### src/rtl/uart_key_pkg.sv
// Shared constants, FSM encoding and alias lookup for the UART key decoder.
package uart_key_pkg;

    localparam logic [7:0] ASCII_ESC      = 8'h1B;
    localparam logic [7:0] ASCII_LBRACKET = 8'h5B;
    localparam logic [7:0] ASCII_O        = 8'h4F;
    localparam logic [7:0] CSI_UP         = 8'h41;
    localparam logic [7:0] CSI_DOWN       = 8'h42;
    localparam logic [7:0] CSI_RIGHT      = 8'h43;
    localparam logic [7:0] CSI_LEFT       = 8'h44;

    localparam int DIR_UP    = 0;
    localparam int DIR_DOWN  = 1;
    localparam int DIR_RIGHT = 2;
    localparam int DIR_LEFT  = 3;

    typedef enum logic [1:0] {
        ST_IDLE    = 2'd0,
        ST_GOT_ESC = 2'd1,
        ST_GOT_CSI = 2'd2
    } key_state_t;

    // One-hot direction hit for byte b; scanning from the top down lets the
    // lowest direction index overwrite any higher match. ESC never matches.
    function automatic logic [3:0] alias_match(input logic [63:0] key_alias,
                                               input logic [7:0]  b);
        logic [7:0] a0;
        logic [7:0] a1;
        alias_match = '0;
        for (int d = 3; d >= 0; d--) begin
            a0 = key_alias[63-16*d -: 8];
            a1 = key_alias[55-16*d -: 8];
            if ((b != ASCII_ESC) && ((b == a0) || (b == a1))) begin
                alias_match    = '0;
                alias_match[d] = 1'b1;
            end
        end
    endfunction

endpackage

### src/rtl/uart_key_decoder_key_hold_timer.sv
// Per-direction hold tracker: a press (re)loads the countdown, held drops once it has run out.
module key_hold_timer
    import uart_key_pkg::*;
#(
    parameter logic [31:0] HOLD_CYCLES = 32'd60_000_000
) (
    input  logic clk,
    input  logic rst,
    input  logic press,
    output logic held
);
    localparam int HW = $clog2(HOLD_CYCLES + 32'd1);

    logic [HW-1:0] r_cnt;
    logic          r_held;

    assign held = r_held;

    // Reload on press; otherwise count down and release the cycle after reaching zero.
    always_ff @(posedge clk or negedge rst) begin
        if (!rst) begin
            r_cnt  <= '0;
            r_held <= 1'b0;
        end else if (press) begin
            r_cnt  <= HW'(HOLD_CYCLES);
            r_held <= 1'b1;
        end else if (r_cnt != '0) begin
            r_cnt  <= r_cnt - HW'(1);
        end else begin
            r_held <= 1'b0;
        end
    end
endmodule

### src/rtl/uart_rx.sv
// 8N1-style UART receiver: mid-bit sampling, one-cycle rx_we per good frame.
module uart_rx #(
    parameter logic [31:0] CLOCK_FREQUENCY = 32'd100_000_000,
    parameter logic [31:0] BAUD_RATE       = 32'd115200,
    parameter int          WORD_WIDTH      = 8
) (
    input  logic                  clk,
    input  logic                  rst,
    input  logic                  rx,
    input  logic                  full,
    output logic                  rx_we,
    output logic [WORD_WIDTH-1:0] rx_data
);
    localparam logic [31:0] CPB = CLOCK_FREQUENCY / BAUD_RATE;
    localparam int          CW  = $clog2(CPB);
    localparam int          BW  = $clog2(WORD_WIDTH);
    localparam logic [CW-1:0] BIT_LAST = CW'(CPB - 32'd1);
    localparam logic [CW-1:0] HALF_BIT = CW'(CPB / 32'd2);

    typedef enum logic [1:0] {RX_IDLE, RX_START, RX_DATA, RX_STOP} rx_state_t;

    rx_state_t             r_state, w_state_nxt;
    logic [1:0]            r_sync;
    logic [CW-1:0]         r_cnt, w_cnt_nxt;
    logic [BW-1:0]         r_bit, w_bit_nxt;
    logic [WORD_WIDTH-1:0] r_shift, w_shift_nxt;
    logic                  r_we, w_we_nxt;
    logic                  w_rx_s;

    assign w_rx_s  = r_sync[1];
    assign rx_we   = r_we;
    assign rx_data = r_shift;

    // Synchronise the pin and hold receiver state.
    always_ff @(posedge clk or negedge rst) begin
        if (!rst) begin
            r_sync  <= 2'b11;
            r_state <= RX_IDLE;
            r_cnt   <= '0;
            r_bit   <= '0;
            r_shift <= '0;
            r_we    <= 1'b0;
        end else begin
            r_sync  <= {r_sync[0], rx};
            r_state <= w_state_nxt;
            r_cnt   <= w_cnt_nxt;
            r_bit   <= w_bit_nxt;
            r_shift <= w_shift_nxt;
            r_we    <= w_we_nxt;
        end
    end

    // Frame sequencing: half a bit to the start-bit centre, then one bit per sample.
    always_comb begin
        w_state_nxt = r_state;
        w_cnt_nxt   = r_cnt;
        w_bit_nxt   = r_bit;
        w_shift_nxt = r_shift;
        w_we_nxt    = 1'b0;
        case (r_state)
            RX_IDLE: if (!w_rx_s) begin
                w_state_nxt = RX_START;
                w_cnt_nxt   = HALF_BIT;
            end
            RX_START: if (r_cnt != '0) w_cnt_nxt = r_cnt - CW'(1);
                else if (!w_rx_s) begin
                    w_state_nxt = RX_DATA;
                    w_cnt_nxt   = BIT_LAST;
                    w_bit_nxt   = '0;
                end else w_state_nxt = RX_IDLE;
            RX_DATA: if (r_cnt != '0) w_cnt_nxt = r_cnt - CW'(1);
                else begin
                    w_shift_nxt = {w_rx_s, r_shift[WORD_WIDTH-1:1]};
                    w_cnt_nxt   = BIT_LAST;
                    if (r_bit == BW'(WORD_WIDTH - 1)) w_state_nxt = RX_STOP;
                    else w_bit_nxt = r_bit + BW'(1);
                end
            RX_STOP: if (r_cnt != '0) w_cnt_nxt = r_cnt - CW'(1);
                else begin
                    w_we_nxt    = w_rx_s && !full;
                    w_state_nxt = RX_IDLE;
                end
            default: w_state_nxt = RX_IDLE;
        endcase
    end
endmodule

### src/rtl/uart_key_decoder.sv
// UART direction-key decoder: single-byte aliases plus ESC [ / ESC O cursor sequences.
module uart_key_decoder
    import uart_key_pkg::*;
#(
    parameter logic [31:0] CLOCK_FREQUENCY = 32'd100_000_000,
    parameter logic [31:0] BAUD_RATE       = 32'd115200,
    parameter logic [63:0] KEY_ALIAS       = 64'h7555_6444_7252_6C4C,
    parameter logic [31:0] ESC_TIMEOUT     = 32'd1_000_000,
    parameter logic [31:0] HOLD_CYCLES     = 32'd60_000_000
) (
    input  logic       clk,
    input  logic       rst,
    input  logic       rx,
    output logic [3:0] key_pulse,
    output logic [3:0] key_held,
    output logic       esc_pulse,
    output logic       seq_err,
    output logic       char_valid,
    output logic [7:0] char_data
);
    localparam int TW = $clog2(ESC_TIMEOUT + 32'd1);

    logic          w_rx_we;
    logic [7:0]    w_rx_data;
    key_state_t    r_state, w_state_nxt;
    logic [TW-1:0] r_timer, w_timer_nxt;
    logic [3:0]    w_key_nxt, w_alias;
    logic          w_esc_nxt, w_err_nxt, w_cv_nxt, w_reproc;
    logic [3:0]    r_key_pulse;
    logic          r_esc_pulse, r_seq_err, r_char_valid;
    logic [7:0]    r_char_data;

    uart_rx #(
        .CLOCK_FREQUENCY(CLOCK_FREQUENCY),
        .BAUD_RATE      (BAUD_RATE),
        .WORD_WIDTH     (8)
    ) u_uart_rx (
        .clk    (clk),
        .rst    (rst),
        .rx     (rx),
        .full   (1'b0),
        .rx_we  (w_rx_we),
        .rx_data(w_rx_data)
    );

    assign w_alias = alias_match(KEY_ALIAS, w_rx_data);

    // FSM state and escape timeout counter.
    always_ff @(posedge clk or negedge rst) begin
        if (!rst) begin
            r_state <= ST_IDLE;
            r_timer <= '0;
        end else begin
            r_state <= w_state_nxt;
            r_timer <= w_timer_nxt;
        end
    end

    // Decode: a non-sequence byte after ESC flags the ESC and is then treated as a fresh byte.
    always_comb begin
        w_state_nxt = r_state;
        w_timer_nxt = r_timer;
        w_key_nxt   = '0;
        w_esc_nxt   = 1'b0;
        w_err_nxt   = 1'b0;
        w_cv_nxt    = 1'b0;
        w_reproc    = 1'b0;
        case (r_state)
            ST_IDLE: w_reproc = w_rx_we;
            ST_GOT_ESC: begin
                if (w_rx_we) begin
                    if (w_rx_data == ASCII_LBRACKET || w_rx_data == ASCII_O) begin
                        w_state_nxt = ST_GOT_CSI;
                        w_timer_nxt = TW'(ESC_TIMEOUT);
                    end else begin
                        w_esc_nxt = 1'b1;
                        w_reproc  = 1'b1;
                    end
                end else if (r_timer == '0) begin
                    w_esc_nxt   = 1'b1;
                    w_state_nxt = ST_IDLE;
                end else begin
                    w_timer_nxt = r_timer - TW'(1);
                end
            end
            ST_GOT_CSI: begin
                if (w_rx_we) begin
                    w_state_nxt = ST_IDLE;
                    case (w_rx_data)
                        CSI_UP:    w_key_nxt[DIR_UP]    = 1'b1;
                        CSI_DOWN:  w_key_nxt[DIR_DOWN]  = 1'b1;
                        CSI_RIGHT: w_key_nxt[DIR_RIGHT] = 1'b1;
                        CSI_LEFT:  w_key_nxt[DIR_LEFT]  = 1'b1;
                        default:   w_err_nxt            = 1'b1;
                    endcase
                end else if (r_timer == '0) begin
                    w_err_nxt   = 1'b1;
                    w_state_nxt = ST_IDLE;
                end else begin
                    w_timer_nxt = r_timer - TW'(1);
                end
            end
            default: w_state_nxt = ST_IDLE;
        endcase
        if (w_reproc) begin
            if (w_rx_data == ASCII_ESC) begin
                w_state_nxt = ST_GOT_ESC;
                w_timer_nxt = TW'(ESC_TIMEOUT);
            end else begin
                w_state_nxt = ST_IDLE;
                if (w_alias != '0) w_key_nxt = w_alias;
                else               w_cv_nxt  = 1'b1;
            end
        end
    end

    // Register all strobes; char_data keeps its last passthrough byte.
    always_ff @(posedge clk or negedge rst) begin
        if (!rst) begin
            r_key_pulse  <= '0;
            r_esc_pulse  <= 1'b0;
            r_seq_err    <= 1'b0;
            r_char_valid <= 1'b0;
            r_char_data  <= '0;
        end else begin
            r_key_pulse  <= w_key_nxt;
            r_esc_pulse  <= w_esc_nxt;
            r_seq_err    <= w_err_nxt;
            r_char_valid <= w_cv_nxt;
            if (w_cv_nxt) r_char_data <= w_rx_data;
        end
    end

    for (genvar g = 0; g < 4; g++) begin : g_hold
        key_hold_timer #(.HOLD_CYCLES(HOLD_CYCLES)) u_hold (
            .clk  (clk),
            .rst  (rst),
            .press(w_key_nxt[g]),
            .held (key_held[g])
        );
    end

    assign key_pulse  = r_key_pulse;
    assign esc_pulse  = r_esc_pulse;
    assign seq_err    = r_seq_err;
    assign char_valid = r_char_valid;
    assign char_data  = r_char_data;
endmodule
### config.mk
export PLATFORM = sky130hd
export DESIGN_NAME = uart_key_decoder
export DESIGN_NICKNAME = d
export VERILOG_FILES = /design/src/rtl/uart_key_pkg.sv /design/src/rtl/uart_key_decoder_key_hold_timer.sv /design/src/rtl/uart_rx.sv /design/src/rtl/uart_key_decoder.sv
export SDC_FILE = /design/constraint.sdc
export NUM_CORES = 1
export LEC_CHECK = 0
export CAP_MARGIN = 10
export CORE_MARGIN = 3
export CORE_UTILIZATION = 30
export CTS_CLUSTER_DIAMETER = 100
export DETAILED_ROUTE_END_ITERATION = 10
export GPL_ROUTABILITY_DRIVEN = 0
export PLACE_DENSITY = 0.53
export REMOVE_ABC_BUFFERS = 1
export SLEW_MARGIN = 10
export SYNTH_ARGS = -nofsm -noshare
export SYNTH_HDL_FRONTEND = slang
export SYNTH_SLANG_ARGS = --single-unit
### constraint.sdc
create_clock -name clk -period 3.1 [get_ports clk]
set_clock_uncertainty 0.05 [all_clocks]
set_input_delay 0.31 -clock clk [delete_from_list [all_inputs] [get_ports clk]]
set_output_delay 0.31 -clock clk [all_outputs]
set_load 0.03 [all_outputs]
==> qor.yml <==
synth_seq_area_share_pct: 45.83
path_max_fanout: 17
rrSetupSlack_ns: 0.52
synthArstFlopShare_pct: 100.0
grt_max_degree: 70
cts_hold_buffers: 1
area_growth_syn_to_layout_pct: 14.02
yosysTopAreaCellShare_pct: 45.27
synthTopCellsByArea: "dfrtp_1, nor2_1, a21oi_1, or4_1, nand2_1"
tightest_slew_ns: 0.8048
diodes: 0
drive_above_1_share_pct: 11.26
ys_types: 83
numClockSinks: 171
post_cts_buffers: 0
start_util_pct: 30.95
die_x_um: 182.5
instances_no_fill: 1402
num_vias: 7409
yosysMostFrequentCell: "dfrtp_1"
synth_area_per_cell_um2: 9.602
power_density_mw_per_mm2: 419.7
cp_slowest_cell: "or4_1"
crit_path_end_kind: "flop"
viasPerCell: 5.285
cts.clk_slew.worst_paths_ns: 0.07
wl_per_cell_um: 15.00
grt_first_pass_wirelength_um: 36310
status: "completed"
track_usage_pct: 13.10
syn_inst: 973
synth_edf_count: 0
fin_util_pct: 35.29
die_h_um: 182.5
slowest_delay_ns: 0.67
tns_ns: 0
drv_slew: 0
worstPathRequired_ns: 3.35
synth_commonest_cells: "dfrtp_1, nor2_1, nand2_1, a21oi_1, o21ai_0"
crit_buf_inv: 0
cts-root-buf: "clkbuf_16"
hold_viol_final: 0
cts_buffers: 17
grt_pass1_vias: 7114
multi_input_area_mm2: 0.004758
remaining_drc_errors: 0
syn_area_mm2: 0.009343
synth_seq_cells: 171
max_slew_margin_pct: 45.94
wirelength_um: 21030
irDropWorstVdd_v: 0.0003690
crit_path_start_kind: "flop"
first_iter_violations: 557
htree_levels: 4
core_mm2: 0.03019
path_common_cell: "or4_1"
setup_viol: 0
fmax_mhz: 386.9
fp.dieArea_mm2: 0.03330
cts_resized: 0
synth_top_area_cell: "dfrtp_1"
fin_crit_sh_pct: 83.37
ant_nets: 0
fin_nets: 1018
dp.cells: 1369
io_buffers: 21
clk_latency_ns: 0.44
dp_hpwl_um: 14190
ios: 22
worstSetupPathType: "flop to flop"
crit_family: "simple AND/OR/NAND/NOR gates"
cts_tree: "built"
grt-ovfl-total: 0
regArea_mm2: 0.004282
p_leak_nw: 5.108
power.total_w: 0.004471
finalCriticalPeriod_ns: 2.584
synth_ff_type: "dfrtp_1"
fillCellCount: 3099
maxCapViolCount: 0
arrival_ns: 2.84
rsz0062_at_grt: "false"
ys_warn_count: 0
antenna_found_initial: 0
cp_cell_sequence: "or4_4, or4_1, nor3_4, or4_1, nand3_1"
clk_path_buf_depth: 2
drt_pass1_iterations: 5
hp-class: "input pin to flop"
num_rows: 63
[report_power, final]
part / internal, W / switching, W / total [W]
clock: 0.00121 / 0.000977 / 0.00218
combinational: 0.00000830 / 0.0000460 / 0.0000543
sequential: 0.00223 / 0.00000116 / 0.00223
[per-stage QoR]
step / setup slack, ns / hold slack (ns) / instance area, µm²
6_report: 0.5155 / 0.2170 / 10650
5_1_grt: 0.2484 / 0.1859 / 10650
4_1_cts: 0.5043 / 0.1862 / 10650
3_5_place_dp: 0.5322 / 0.2969 / 10050
3_3_place_gp: 0.5669 / 0.2959 / 10050
2_1_floorplan: 0.3717 / -0.03559 / 9153
[path summary, 6_finish.rpt]
kind,from,to,cells past startpoint
setup / recovery,g_hold[3].u_hold.r_cnt[20],g_hold[3].u_hold.r_cnt[15],5
hold reg to reg,u_uart_rx.r_sync[0],u_uart_rx.r_sync[1],0
max in group asynchronous,rst,u_uart_rx.r_sync[0],3
setup reg to reg,g_hold[3].u_hold.r_cnt[20],g_hold[3].u_hold.r_cnt[15],5
hold / removal,rx,u_uart_rx.r_sync[0],1
min in group asynchronous,rst,g_hold[2].u_hold.r_cnt[0],2
[cell families (layout without fill, tap and decap cells)]
group / count (synthesis) / count (layout) / share of synthesized area, %
simple gates: 425 / 425 / 25.69
compound gates: 223 / 223 / 16.23
flops: 171 / 171 / 45.83
buf+inv: 70 / 109 / 3.241
xor+xnor: 48 / 48 / 4.500
mux: 20 / 20 / 2.370
fa+ha+maj: 16 / 16 / 2.143
[registers in the layout, summed over array words and instances (netlist names), 3 cells and up, named ones only]
signal and count:
key_pulse 4, u_uart_rx.rx_data 8, u_uart_rx.r_cnt 10, char_data 8
g_hold.u_hold.held 4, g_hold.u_hold.r_cnt 104, r_timer 20, u_uart_rx.r_bit 3
[metal layers]
metal | wire (µm) | global-route usage, % | vias to the layer above
met5 | 0 | 0 | -
met4 | 306 | 4.449 | 0
met3 | 682 | 3.169 | 18
met2 | 9551 | 20.00 | 65
met1 | 10490 | 18.20 | 3635
li1 | - | - | 3691
[cell usage in the layout, fill, tap and decap left out, types with 12 or more instances in the layout]
master / count
o31ai_1: 27
nand4_1: 16
mux2_2: 16
nor4_1: 30
xnor2_1: 27
inv_1: 28
ha_1: 16
clkdlybuf4s50_1: 20
or3_1: 37
nor3_1: 32
nand3_1: 35
dfrtp_1: 169
a21oi_1: 53
a21o_1: 12
clkbuf_16: 17
nand2_1: 64
o21ai_0: 47
or4_1: 34
or2_2: 13
nor2b_1: 13
buf_4: 24
nor2_1: 86
xor2_1: 21
[worst register-to-register path: stages, from the launching register on]
cell and delay [ns]:
dfrtp_1 0.40, or4_4 0.54, or4_1 0.67, nor3_4 0.53
or4_1 0.20, nand3_1 0.07
[cell type report]
cell class                 instances  area share [%]
clock buffer                      18           4.029
inverter                          30           1.057
clock inverter                    14           1.492
tap                              390           4.581
timing repair buffer              47           3.982
multi-input combinational        732           44.67
sequential                       171           40.19
Power figures use the tool's default switching activity.
